**src/rtl/cpu16_pkg.sv**
```systemverilog
// +-----------------------------------------------------------------------+
// | cpu16_pkg: shared encodings for the multi-cycle multiplier sequencer  |
// | Rev 1.0                                                               |
// +-----------------------------------------------------------------------+
`default_nettype none

package cpu16_pkg;

  typedef enum logic [1:0] {
    IDLE = 2'b00,
    RUN  = 2'b01,
    DONE = 2'b10
  } mul_state_e;

  localparam int MUL_ITER = 16;

endpackage

`default_nettype wire

```
**src/rtl/sixteen_bit_adder.sv**
```systemverilog
// +-----------------------------------------------------------------------+
// | sixteen_bit_adder: 16-bit adder with carry-out and signed overflow    |
// | Rev 1.0                                                               |
// +-----------------------------------------------------------------------+
`default_nettype none

module sixteen_bit_adder (
  input  logic [15:0] A,
  input  logic [15:0] B,
  input  logic        Cin,
  output logic [15:0] S,
  output logic        Co,
  output logic        V
);

  logic [16:0] w_sum;

  assign w_sum = {1'b0, A} + {1'b0, B} + {16'd0, Cin};
  assign S     = w_sum[15:0];
  assign Co    = w_sum[16];
  // Signed overflow: operands agree in sign but the result does not.
  assign V     = (A[15] == B[15]) && (S[15] != A[15]);

endmodule

`default_nettype wire

```
**src/rtl/mul16_seq_ctrl.sv**
```systemverilog
// +-----------------------------------------------------------------------+
// | mul16_seq_ctrl: unsigned 16x16->32 shift-add multiplier, 16 iterations|
// | Rev 1.0                                                               |
// +-----------------------------------------------------------------------+
`default_nettype none

module mul16_seq_ctrl
  import cpu16_pkg::*;
#(
  parameter int WIDTH     = 16,
  parameter bit SKIP_ZERO = 1'b1
) (
  input  logic               clk,
  input  logic               rst_n,
  input  logic               start,
  input  logic [WIDTH-1:0]   A,
  input  logic [WIDTH-1:0]   B,
  output logic               busy,
  output logic               done,
  output logic [2*WIDTH-1:0] P,
  output logic               ovf
);

  generate
    if (WIDTH != 16) begin : g_bad_width
      $error("mul16_seq_ctrl: WIDTH must be 16");
    end
  endgenerate

  mul_state_e r_state, w_state_nxt;

  logic [15:0] r_m, r_acc, r_q;
  logic [3:0]  r_count;
  logic [15:0] w_sum;
  logic        w_co, w_v;
  logic [15:0] w_sh_acc, w_sh_q;
  logic        w_skip, w_last;
  logic        unused_adder_v;

  sixteen_bit_adder u_adder (
    .A   (r_acc),
    .B   (r_m),
    .Cin (1'b0),
    .S   (w_sum),
    .Co  (w_co),
    .V   (w_v)
  );
  assign unused_adder_v = w_v;

  assign w_skip = SKIP_ZERO && ((A == '0) || (B == '0));
  assign w_last = (r_count == 4'(MUL_ITER - 1));

  always_comb begin
    w_sh_acc = r_acc;
    w_sh_q   = r_q;
    if (r_q[0]) {w_sh_acc, w_sh_q} = {w_co, w_sum, r_q[15:1]};
    else        {w_sh_acc, w_sh_q} = {1'b0, r_acc, r_q[15:1]};
  end

  always_ff @(posedge clk or negedge rst_n) begin
    if (!rst_n) r_state <= IDLE;
    else        r_state <= w_state_nxt;
  end

  always_comb begin
    w_state_nxt = r_state;
    busy        = 1'b0;
    done        = 1'b0;
    case (r_state)
      IDLE: begin
        if (start) w_state_nxt = w_skip ? DONE : RUN;
      end
      RUN: begin
        busy = 1'b1;
        if (w_last) w_state_nxt = DONE;
      end
      DONE: begin
        busy        = 1'b1;
        done        = 1'b1;
        w_state_nxt = IDLE;
      end
      default: w_state_nxt = IDLE;
    endcase
  end

  always_ff @(posedge clk or negedge rst_n) begin
    if (!rst_n) begin
      r_m     <= '0;
      r_acc   <= '0;
      r_q     <= '0;
      r_count <= '0;
      P       <= '0;
      ovf     <= 1'b0;
    end else begin
      case (r_state)
        IDLE: begin
          if (start) begin
            r_m     <= A;
            r_q     <= B;
            r_acc   <= '0;
            r_count <= '0;
            if (w_skip) begin
              P   <= '0;
              ovf <= 1'b0;
            end
          end
        end
        RUN: begin
          r_acc   <= w_sh_acc;
          r_q     <= w_sh_q;
          r_count <= r_count + 4'd1;
          if (w_last) begin
            P   <= {w_sh_acc, w_sh_q};
            ovf <= (w_sh_acc != '0);
          end
        end
        default: ;
      endcase
    end
  end

endmodule

`default_nettype wire

```
**config.mk**
```make
export PLATFORM = sky130hd
export DESIGN_NAME = mul16_seq_ctrl
export DESIGN_NICKNAME = d
export VERILOG_FILES = /design/src/rtl/cpu16_pkg.sv /design/src/rtl/sixteen_bit_adder.sv /design/src/rtl/mul16_seq_ctrl.sv
export SDC_FILE = /design/constraint.sdc
export NUM_CORES = 1
export LEC_CHECK = 0
export BUFFER_PORTS_ARGS = -buffer_cell sky130_fd_sc_hd__buf_2
export CORE_ASPECT_RATIO = 0.75
export CORE_MARGIN = 8
export CORE_UTILIZATION = 51
export CTS_BUF_LIST = sky130_fd_sc_hd__clkbuf_4 sky130_fd_sc_hd__clkbuf_8 sky130_fd_sc_hd__clkbuf_16
export CTS_CLUSTER_DIAMETER = 60
export DETAILED_ROUTE_END_ITERATION = 10
export PLACE_DENSITY = 0.69
export SLEW_MARGIN = 20
export SYNTH_ARGS = -nofsm -noshare
export SYNTH_HDL_FRONTEND = slang
export SYNTH_SLANG_ARGS = --single-unit
```
**constraint.sdc**
```tcl
create_clock -name clk -period 3.1 [get_ports clk]
set_input_delay 0.31 -clock clk [delete_from_list [all_inputs] [get_ports clk]]
set_output_delay 0.31 -clock clk [all_outputs]
set_load 0.01 [all_outputs]
```
# Word level (Yosys, flattened, before mapping)
# Cells that the tools add are included.
# Widths: inputs -> output; s select.
# totals
out_inout_bits	35
wordCells	48
inputBits	35
register_bits	87
# op_classes
muxes	22
addsub	2
n_eq_ne	6
n_reduce_logical	11
# op_table
op	count
$mux 32	3
$mux 16	4
$pmux 16 s2	2
$pmux 32 s2	1
$logic_not 16->1	2
$add 16x16->17	1
$reduce_bool 16->1	1
$pmux 4 s2	1
$mux 2	3
$ne 2x2->1 const B	3
$reduce_and 2->1	3
$mux 1	5
$add 4x1->4 const B	1
$eq 4x4->1 const B	1
$mux 4	1
$pmux 2 s2	1
$reduce_and 4->1	1
$eq 2x1->1 const B	1
$eq 2x2->1 const B	1
$logic_not 2->1	1
$pmux 1 s2	1
$reduce_bool 2->1	1
$reduce_or 2->1	1
$logic_or 1x1->1	1

# Logic depth before layout (Yosys ltp)
# Gate-level depths: netlist of run 1.
# logic_depth
ltp_word	5
mapped_depth	11
depth_no_buf	11

# Cells and area by module
# Synthesis of run 1 repeated with hierarchy kept, for this count alone.
# hier_totals
hier_cells	470
hier_area_um2	4633.2
# by_module_without_submodules
mod	area_per_inst_um2	n_inst	cells_per_inst	seq_area_each_um2
mul16_seq_ctrl	3849.9	1	371	2177.1
sixteen_bit_adder	783.3	1	99	0.0

# Least setup slack after synthesis of run 1
# No wires, ideal clock.
# synth_timing
path_kind	flip-flop to flip-flop
start	register r_acc[0]
end	register ovf
t_arrival_ps	2364
period_less_slack_ps	2490
setup_ps	126
path_stages_with_launch	12
slack_ps	610
n_path_buf	0
required_time_ps	2974
cell_sequence	dfrtp_1 ha_1 inv_1 fa_1 nor2b_4 o31a_1 o211ai_2 and4_2 a211oi_1 and4_1 and4_1 a21oi_2
# synth_via
elab_chain_len	5
# synth_lines
item	line_no	text
start, declared	mul16_seq_ctrl.sv:32	logic [15:0] r_m, r_acc, r_q;
start signal, assigned	mul16_seq_ctrl.sv:109	r_acc <= w_sh_acc;
$add 16x16->17	sixteen_bit_adder.sv:18	assign w_sum = {1'b0, A} + {1'b0, B} + {16'd0, Cin};
$mux 16	mul16_seq_ctrl.sv:56	if (r_q[0]) {w_sh_acc, w_sh_q} = {w_co, w_sum, r_q[15:1]};
$reduce_bool 16->1	mul16_seq_ctrl.sv:114	ovf <= (w_sh_acc != '0);
$mux 1	mul16_seq_ctrl.sv:112	if (w_last) begin
$pmux 1 s2	mul16_seq_ctrl.sv:95	case (r_state)
end signal, assigned	mul16_seq_ctrl.sv:114	
end, declared	mul16_seq_ctrl.sv:21	output logic ovf
# No other way between the ends. The select of a mux whose other input is x is not followed.
# A chain may end at the register's enable or synchronous reset.

# Worst setup path in the final report of run 1
# Ends and elaborated chain as after synthesis.

==> qor.csv, run 1 <==
stage;metric;value;unit
cells_and_area;Final Cell Area;0.00540;mm2
power_and_ir_drop;Worst VDD drop;503;uV
timing;Worst Setup Slack, final;0.313;ns
floorplanning;row cnt;30;
grt;largest net degree at the start of global routing;48;
logic_synthesis;area share of the largest cell type after synthesis;47.6;%
timing;clk_skew;0.00505;ns
power_and_ir_drop;Lkg Pwr;2.48;nW
logic_synthesis;main combinational cell family by area after synthesis;compound AO/OA/AOI/OAI gates;
logic_synthesis;Synth Area in Simple Gates;13.1;%
timing;max-slew violation count;0;
timing;fmax;359;MHz
setup_path;kind of critical path;reg -> reg;
setup_path;largest fanout on the critical path;4;
timing;fin crit period;2.79;ns
routing;per-cell routed wire length;19.4;um
timing;Setup TNS Final;0;ns
logic_synthesis;Gate Count Post-Synth;456;
floorplanning;IO Pins;70;
logic_synthesis;yosys warns;0;
cells_and_area;area grow syn2layout;18.3;%
cells_and_area;fillers;763;
timing;Fin Hold WS;0.220;ns
logic_synthesis;number of flops mapped to enable cells by yosys;0;
routing;via/cell ratio;6.11;
timing;final setup fails;0;
cts;postcts setup bufs;0;
cells_and_area;most frequent cells in the layout;dfrtp_1 (87), buf_2 (68), nand2_1 (52);
routing;TritonRoute pass-1 iters;4;
cells_and_area;most common cell after layout, fill and taps aside;dfrtp_1;
job;Max-Cap Viols;0;
logic_synthesis;dominant cell type by area after synthesis;dfrtp_1;
setup_path;Setup crit end kind;flip-flop;
run_status;status;completed;
cts;Worst-Skew Late Latency;0.34;ns
routing;antenna viol nets, final;0;
logic_synthesis;adder-cell share of the synthesized area;5.91;%
logic_synthesis;synthesized flop and latch total;87;
cells_and_area;share of cells above drive strength 1;23.8;%
floorplanning;Chip Width;125;um
timing;relative slew slack;57.1;%
logic_synthesis;mux cell area share after synthesis;4.65;%
floorplanning;die area;0.0123;mm2
grt;first-pass GRT wire length;20500;um
grt;GRT Total Usage;20.8;%
routing;final WL;12500;um
logic_synthesis;Main synth FF type;dfrtp_1;
placed_design;placed inst area;0.00507;mm2
setup_path;WP data arrival;3.01;ns
power_and_ir_drop;total power divided by cell area;1250;mW/mm2
logic_synthesis;synth unique cells;63;
floorplanning;Die Ht;98.0;um
cts;CTS tree;built;
cts;cts bufs inserted;9;
grt;initial antenna violation count;0;
placed_design;routability cong.;0.915;
grt;GRT overflow;0;
cts;htree depth;3;
logic_synthesis;Synth Area in Compound Gates;24.5;%
logic_synthesis;post-synthesis xor/xnor area fraction;0.767;%
logic_synthesis;register area share after synthesis;47.6;%
timing;Hold Vio Cnt, Final;0;
logic_synthesis;Avg Inst Size Synth;10.0;um2
hold_path;hold crit path type;in -> reg;
routing;via total after detailed routing;3925;
cts;Reg clk slew, reported paths;0.06;ns
placed_design;dpl ws;0.327;ns
logic_synthesis;Area contributors post-synth;dfrtp_1 (48%), ha_1 (5.5%), a22o_1 (4.6%);
setup_path;CP required;3.32;ns
cells_and_area;ANT cells;0;
routing;initial DRC count;373;
logic_synthesis;mapped cell area;0.00457;mm2
grt;vias in the first global route;3793;
power_and_ir_drop;total power;6.76;mW
timing;Final period util;89.9;%
timing;RSZ-0062 raised after global routing;no;
cts;Clock Sink Count;87;
timing;worst-margin pin slew;0.637;ns
placed_design;DP HPWL;9180;um
cts;Root Buffer;clkbuf_16;
cts;CTS max path bufs;2;
floorplanning;initial core utilization;51.4;%
setup_path;CP startpoint kind;flip-flop;
cells_and_area;final net count;582;
placed_design;IO buf count;69;
logic_synthesis;syn nets;512;
logic_synthesis;Post-synth ARST share;100;%
floorplanning;core area;0.00890;mm2
routing;DR DRC count;0;
[report_power, final]
| group | switching (mW) | internal, mW | total (mW) |
|---|---|---|---|
| clock network | 0.451 | 0.708 | 1.16 |
| registers | 0.373 | 1.59 | 1.96 |
| logic | 2.18 | 1.46 | 3.64 |
[synth_stat cells (all sizes together), types with 9 or more instances]
cell type  number
a22o           24
nand2          52
nor2           16
o22ai          28
nor4            9
dfrtp          87
inv            14
o21ai          41
ha             20
mux2           18
a21oi          25
clkbuf         18
[path summary, 6_finish.rpt]
check                      slack, ns      from  depth (start not counted)          to
min                             0.22     A[12]                          2     r_m[12]
min in group asynchronous       0.49     rst_n                          2     r_m[11]
max                             0.31  r_acc[0]                         11         ovf
min reg2reg                     0.46     P[21]                          2       P[21]
max in group asynchronous       1.99     rst_n                          3  r_count[0]
max reg2reg                     0.31  r_acc[0]                         11         ovf
[layer usage]
metal  vias up  GRT usage (%)  wire [um]
met2       147           27.7       4960
li1       1870              -          -
met3        14           5.50        843
met4         0           5.04        136
met1      1894           32.0       6510
met5         -              0          0
[worst max-delay path: stages (launching register included)]
cell and delay [ns]:
dfrtp_1 0.37, ha_1 0.21, inv_1 0.07, fa_1 0.43
nor2b_4 0.16, o31a_1 0.22, o211ai_2 0.13, and4_2 0.24
a211oi_1 0.33, and4_1 0.24, and4_1 0.20, a21oi_2 0.05
[area by class of cell]
class / instances / area (um2) / area share (%)
Timing Repair Buffer: 84 / 475 / 8.80
Sequential cell: 87 / 2180 / 40.3
Clock buffer: 9 / 225 / 4.17
Tap cell: 112 / 140 / 2.59
Multi-Input combinational cell: 330 / 2240 / 41.4
Inverter: 14 / 52.6 / 0.972
Clock inverter: 6 / 95.1 / 1.76
[cells by family (layout without fill, tap and decap cells)]
logic type | count (synthesis) | after routing
AOI/OAI and AO/OA | 166 | 166
and+or+nand+nor | 120 | 120
DFF | 87 | 87
buffers and inverters | 39 | 113
adders and majority gates | 21 | 21
muxes | 19 | 19
xor gates and xnor gates | 4 | 4
[repair_timing]
| action | in CTS | in global routing |
|---|---|---|
| resized for setup | 0 | 0 |
| hold buffers | 1 | 0 |
| endpoints found under the hold margin | 40 | 0 |
[sequential cells by signal (all words and copies together) (netlist names)]
register,cells
r_count,4
r_q,16
r_m,16
P,32
r_state,2
r_acc,16
ovf,1
[stage by stage]
step / utilization (%) / std cells
global route: 60.7 / 642
global placement: 57.0 / 626
finish: 60.7 / 642
CTS: 60.7 / 642
floorplan: - / 456
detailed placement: 57.0 / 626
(Power assumes the default switching activity.)
==> run 2, diff against run 1 <==
==> constraint.sdc (replaced) <==
create_clock -name clk -period 3.1 [get_ports clk]
set_input_delay 0.155 -clock clk [delete_from_list [all_inputs] [get_ports clk]]
set_output_delay 0.155 -clock clk [all_outputs]
set_load 0.01 [all_outputs]
==> run 2 against run 1 <==
Non-clock buffer count increased by 1; largest power group unchanged; utilization decreased by 0.53 points; die area unchanged; sequential power about the same; critical path type unchanged; clock-buffer cell count increased by 1.
==> qor.csv, run 2 (synthesis results as in run 1) <==
stage;metric;value;unit;change
power_and_ir_drop;Lkg Pwr;2.46;nW;-0.83%
timing;Setup TNS Final;0;ns;unchanged
power_and_ir_drop;Worst VDD drop;507;uV;+0.82%
placed_design;IO buf count;69;;unchanged
routing;via total after detailed routing;3984;;+1.5%
floorplanning;row cnt;30;;unchanged
timing;relative slew slack;40.9;%;-16 points
cells_and_area;Final Cell Area;0.00536;mm2;-0.88%
cts;Root Buffer;clkbuf_16;;
cts;postcts setup bufs;0;;unchanged
power_and_ir_drop;total power divided by cell area;1230;mW/mm2;-1.6%
hold_path;WHS Endpoint;r_m[8];;
cells_and_area;area grow syn2layout;17.2;%;
routing;initial DRC count;426;;+14%
cts;Worst-Skew Late Latency;0.35;ns;about the same
setup_path;FF-to-FF Start;r_acc[0];;
timing;fmax;352;MHz;-1.9%
cts;CTS max path bufs;2;;unchanged
job;Max-Cap Viols;0;;unchanged
cts;htree depth;3;;unchanged
routing;final WL;12400;um;-0.19%
routing;DR DRC count;0;;unchanged
cells_and_area;Core Util, Final;60.2;%;-0.53 points
hold_path;hold crit path type;in -> reg;;
cells_and_area;final net count;583;;+0.17%
timing;max-slew violation count;0;;unchanged
cells_and_area;ANT cells;0;;unchanged
routing;per-cell routed wire length;19.3;um;-0.50%
setup_path;Setup crit end kind;flip-flop;;
setup_path;CP required;3.33;ns;about the same
floorplanning;core area;0.00890;mm2;unchanged
power_and_ir_drop;total power;6.60;mW;-2.4%
cells_and_area;most frequent cells in the layout;dfrtp_1 (87), buf_2 (68), nand2_1 (52);;
grt;largest net degree at the start of global routing;69;;+44%
routing;TritonRoute pass-1 iters;5;;+1
setup_path;FF-to-FF path depth;11;;unchanged
placed_design;DP HPWL;9000;um;-1.9%
floorplanning;Die Ht;98.0;um;unchanged
floorplanning;die area;0.0123;mm2;unchanged
setup_path;worst reg2reg endpoint;ovf;;
timing;Final period util;91.7;%;+1.8 points
cells_and_area;most common cell after layout, fill and taps aside;dfrtp_1;;
routing;antenna viol nets, final;0;;unchanged
floorplanning;Chip Width;125;um;unchanged
setup_path;largest fanout on the critical path;4;;unchanged
grt;initial antenna violation count;0;;unchanged
hold_path;hold path depth;2;;unchanged
cells_and_area;max FFs per register;32;;unchanged
run_status;status;completed;;
timing;worst-margin pin slew;0.886;ns;+0.248 ns
cells_and_area;non-filler instance count after layout;644;;+0.31%
cells_and_area;share of cells above drive strength 1;24.1;%;+0.29 points
timing;clk_skew;0.0104;ns;+0.00540 ns
cells_and_area;Reg with most FFs;P;;
grt;first-pass GRT wire length;20300;um;-1.2%
floorplanning;IO Pins;70;;unchanged
setup_path;kind of critical path;reg -> reg;;
setup_path;CP startpoint kind;flip-flop;;
hold_path;worst hold start;A[8];;
grt;vias in the first global route;3836;;+1.1%
placed_design;Cells after DPL;627;;+0.16%
timing;RSZ-0062 raised after global routing;no;;
timing;fin crit period;2.84;ns;+0.0552 ns
floorplanning;initial core utilization;51.4;%;unchanged
grt;GRT Total Usage;20.6;%;-0.15 points
timing;final setup fails;0;;unchanged
setup_path;r2r setup slk;0.26;ns;-0.06 ns
timing;Hold Vio Cnt, Final;0;;unchanged
cts;cts bufs inserted;9;;unchanged
cts;Reg clk slew, reported paths;0.06;ns;about the same
cts;Clock Sink Count;87;;unchanged
placed_design;routability cong.;0.947;;+3.5%
grt;GRT overflow;0;;unchanged
cts;CTS tree;built;;
setup_path;WP data arrival;3.07;ns;+0.06 ns
placed_design;placed inst area;0.00507;mm2;about the same
routing;via/cell ratio;6.19;;+1.2%
-- run 2: critical path, cell delays in order, from the launching register on --
cell,delay (ns)
dfrtp_1,0.36
ha_1,0.21
inv_1,0.07
fa_1,0.42
nor2b_4,0.17
o31a_1,0.23
o2111ai_1,0.21
a31o_2,0.28
a31oi_1,0.28
and4_1,0.23
and4_1,0.20
a21oi_2,0.05
-- run 2: timing repair --
action,4_1_cts,5_1_grt
resized for setup,0,0
hold buffers,1,0
endpoints found under the hold margin,66,0
-- run 2: cell type report --
cell class,count,area (um2)
inverter,14,52.6
clock buffer,10,233
sequential,87,2180
multi-input combinational,330,2240
fill,792,3540
tap,112,140
timing repair buffer,85,470
clock inverter,6,45.0
-- run 2: how the worst max path moves through the flow --
stage / to / cells past startpoint / slack (ns) / start
4_1_cts: ovf / 11 / 0.28 / r_acc[0]
5_1_grt: ovf / 11 / 0.08 / r_acc[0]
6_report: ovf / 11 / 0.26 / r_acc[0]
2_1_floorplan: ovf / 11 / 0.61 / r_acc[0]
3_3_place_gp: ovf / 11 / 0.42 / r_acc[0]
3_5_place_dp: ovf / 11 / 0.30 / r_acc[0]
-- run 2: metal layers --
metal	up-vias	routed length [um]	GRT usage, %
met5	-	0	0
met4	0	137	6.34
met3	11	925	5.06
met2	155	4840	26.4
met1	1953	6520	32.4
li1	1865	-	-
-- run 2: stage by stage --
step	worst slack (ns)	hold WS [ns]
floorplan	0.610	-0.141
global placement	0.419	0.325
detailed placement	0.304	0.330
CTS	0.282	0.0488
global route	0.0829	0.0546
finish	0.258	0.0548
-- run 2: report_power, final --
group	leakage [nW]	total, mW	internal [mW]	switching [mW]
clock	0.129	1.01	0.554	0.456
combinational	1.25	3.64	1.44	2.19
sequential	1.08	1.95	1.59	0.361
total	2.46	6.60	3.59	3.01
==> run 3, diff against run 2 <==
--- a/config.mk
+++ b/config.mk
@@ -13,7 +13,7 @@
 export CTS_CLUSTER_DIAMETER = 60
 export DETAILED_ROUTE_END_ITERATION = 10
 export PLACE_DENSITY = 0.69
-export SLEW_MARGIN = 20
+export SLEW_MARGIN = 10
 export SYNTH_ARGS = -nofsm -noshare
 export SYNTH_HDL_FRONTEND = slang
 export SYNTH_SLANG_ARGS = --single-unit
==> constraint.sdc (replaced) <==
create_clock -name clk -period 2.68 [get_ports clk]
set_input_delay 0.134 -clock clk [delete_from_list [all_inputs] [get_ports clk]]
set_output_delay 0.134 -clock clk [all_outputs]
set_load 0.01 [all_outputs]
==> run 3 against run 2 <==
Utilization increased by 1.7 points; sequential cell count unchanged; wire length increased by 1.6%; setup slack worse by 0.18 ns; design area grew 2.8%; total power up 22%; die area unchanged; critical path depth did not move; first-iteration DRC count decreased by 18%; hold slack got worse by 0.021 ns; critical endpoint unchanged.
==> qor.csv, run 3 (synthesis results as in run 1) <==
stage;metric;value;unit;change
cts;CTS tree;built;;
timing;RSZ-0062 raised after global routing;yes;;
grt;vias in the first global route;3761;;-2.0%
timing;worst-margin pin slew;0.721;ns;-0.165 ns
timing;Hold Vio Cnt, Final;0;;unchanged
floorplanning;die area;0.0123;mm2;unchanged
floorplanning;core area;0.00890;mm2;unchanged
timing;max-slew violation count;0;;unchanged
cells_and_area;Final Cell Area;0.00551;mm2;+2.8%
routing;via/cell ratio;6.15;;-0.56%
timing;Worst Setup Slack, final;0.0816;ns;-0.176 ns
routing;per-cell routed wire length;19.4;um;+0.35%
routing;antenna viol nets, final;0;;unchanged
power_and_ir_drop;Worst VDD drop;811;uV;+60%
cts;cts bufs inserted;9;;unchanged
routing;TritonRoute pass-1 iters;6;;+1
setup_path;largest fanout on the critical path;4;;unchanged
routing;via total after detailed routing;4011;;+0.68%
hold_path;hold crit path type;in -> reg;;
timing;final setup fails;0;;unchanged
cells_and_area;final net count;591;;+1.4%
floorplanning;Chip Width;125;um;unchanged
cts;postcts setup bufs;0;;unchanged
setup_path;Critical path buffers and inverters;1;;unchanged
setup_path;Critical-path top delay cell;dfrtp_1;;
grt;first-pass GRT wire length;20400;um;+0.51%
cts;Worst-Skew Late Latency;0.35;ns;about the same
cts;CTS max path bufs;2;;unchanged
floorplanning;Die Ht;98.0;um;unchanged
floorplanning;initial core utilization;51.4;%;unchanged
timing;Final period util;97.0;%;+5.3 points
cells_and_area;ANT cells;0;;unchanged
placed_design;IO buf count;69;;unchanged
cells_and_area;Reg area;0.00218;mm2;unchanged
run_status;status;completed;;
cells_and_area;most common cell after layout, fill and taps aside;dfrtp_1;;
timing;relative slew slack;51.6;%;+11 points
routing;initial DRC count;348;;-18%
setup_path;kind of critical path;reg -> reg;;
power_and_ir_drop;total power divided by cell area;1460;mW/mm2;+19%
cells_and_area;most frequent cells in the layout;dfrtp_1 (87), buf_2 (68), nand2_1 (52);;
timing;fin crit period;2.60;ns;-0.244 ns
placed_design;routability cong.;0.902;;-4.7%
grt;GRT overflow;0;;unchanged
cts;Clock Sink Count;87;;unchanged
routing;DR DRC count;0;;unchanged
power_and_ir_drop;total power;8.06;mW;+22%
cts;Root Buffer;clkbuf_16;;
placed_design;dpl ws;-0.0260;ns;-0.330 ns
timing;clk_skew;0.00619;ns;-0.00425 ns
job;Max-Cap Viols;0;;unchanged
setup_path;CP required;2.96;ns;-0.37 ns
cts;htree depth;3;;unchanged
grt;initial antenna violation count;0;;unchanged
floorplanning;IO Pins;70;;unchanged
routing;final WL;12600;um;+1.6%
power_and_ir_drop;Lkg Pwr;2.52;nW;+2.4%
cells_and_area;max FFs per register;32;;unchanged
timing;Fin Hold WS;0.0340;ns;-0.0208 ns
setup_path;CP startpoint kind;flip-flop;;
timing;fmax;385;MHz;+9.4%
cells_and_area;fillers;752;;-5.1%
cts;Reg clk slew, reported paths;0.06;ns;about the same
floorplanning;row cnt;30;;unchanged
placed_design;DP HPWL;9320;um;+3.6%
setup_path;crit-path leading delay family;compound AO/OA/AOI/OAI gates;;
placed_design;placed inst area;0.00514;mm2;+1.4%
cells_and_area;Reg with most FFs;P;;
cells_and_area;area grow syn2layout;20.5;%;
grt;GRT Total Usage;20.8;%;+0.13 points
setup_path;worst path cell trace;ha_4 -> inv_1 -> fa_2 -> nor2b_4 -> o31a_1 -> o211ai_2 -> o211ai_1 -> o31a_1 -> and4_1 -> and4_1 -> a21oi_2;;
grt;largest net degree at the start of global routing;48;;-30%
cells_and_area;share of cells above drive strength 1;26.7;%;+2.6 points
setup_path;WP data arrival;2.88;ns;-0.19 ns
setup_path;Setup crit end kind;flip-flop;;
cells_and_area;area of the multi-input gates;0.00230;mm2;+2.6%
setup_path;crit-path max cell delay;0.43;ns;about the same
-- run 3: power breakdown --
group	switching, mW	internal [mW]	total [mW]
combinational	2.66	1.92	4.58
sequential	0.437	1.84	2.28
clock	0.546	0.666	1.21
-- run 3: worst paths after layout --
path | from | to | slack, ns | cells past startpoint
setup / recovery | r_acc[0] | ovf | 0.08 | 11
hold / removal | A[3] | r_m[3] | 0.03 | 2
setup reg to reg | r_acc[0] | ovf | 0.08 | 11
hold reg to reg | P[21] | P[21] | 0.46 | 2
max in group asynchronous | rst_n | P[20] | 1.59 | 3
min in group asynchronous | rst_n | r_m[11] | 0.34 | 2
-- run 3: cell type report --
type / instances / area share (%)
clock buffer: 10 / 4.34
clock inverter: 6 / 1.05
inverter: 14 / 0.955
multi-input combinational: 330 / 41.7
sequential: 87 / 39.5
tap: 112 / 2.55
timing repair buffer: 93 / 9.86
-- run 3: timing repair --
item	CTS	global route
hold buffers	1	0
pin swaps	2	2
resized for setup	2	11
endpoints found under the setup margin	1	3
hold endpoints to repair	45	0
-- run 3: per-stage QoR --
step | util (%) | std cells | setup TNS, ns
finish | 61.9 | 652 | 0
global route | 61.9 | 652 | -0.0257
CTS | 61.4 | 652 | 0
detailed placement | 57.8 | 635 | -0.0260
global placement | 57.8 | 635 | 0
floorplan | - | 456 | 0
-- run 3: routing by layer --
metal  vias to the layer above  track usage, %  share of wire, %
met3                        11            5.12               8.2
met1                      1933            31.8                51
met2                       170            27.4                40
met4                         0            6.62               1.1
met5                         -               0                 0
li1                       1897               -                 -
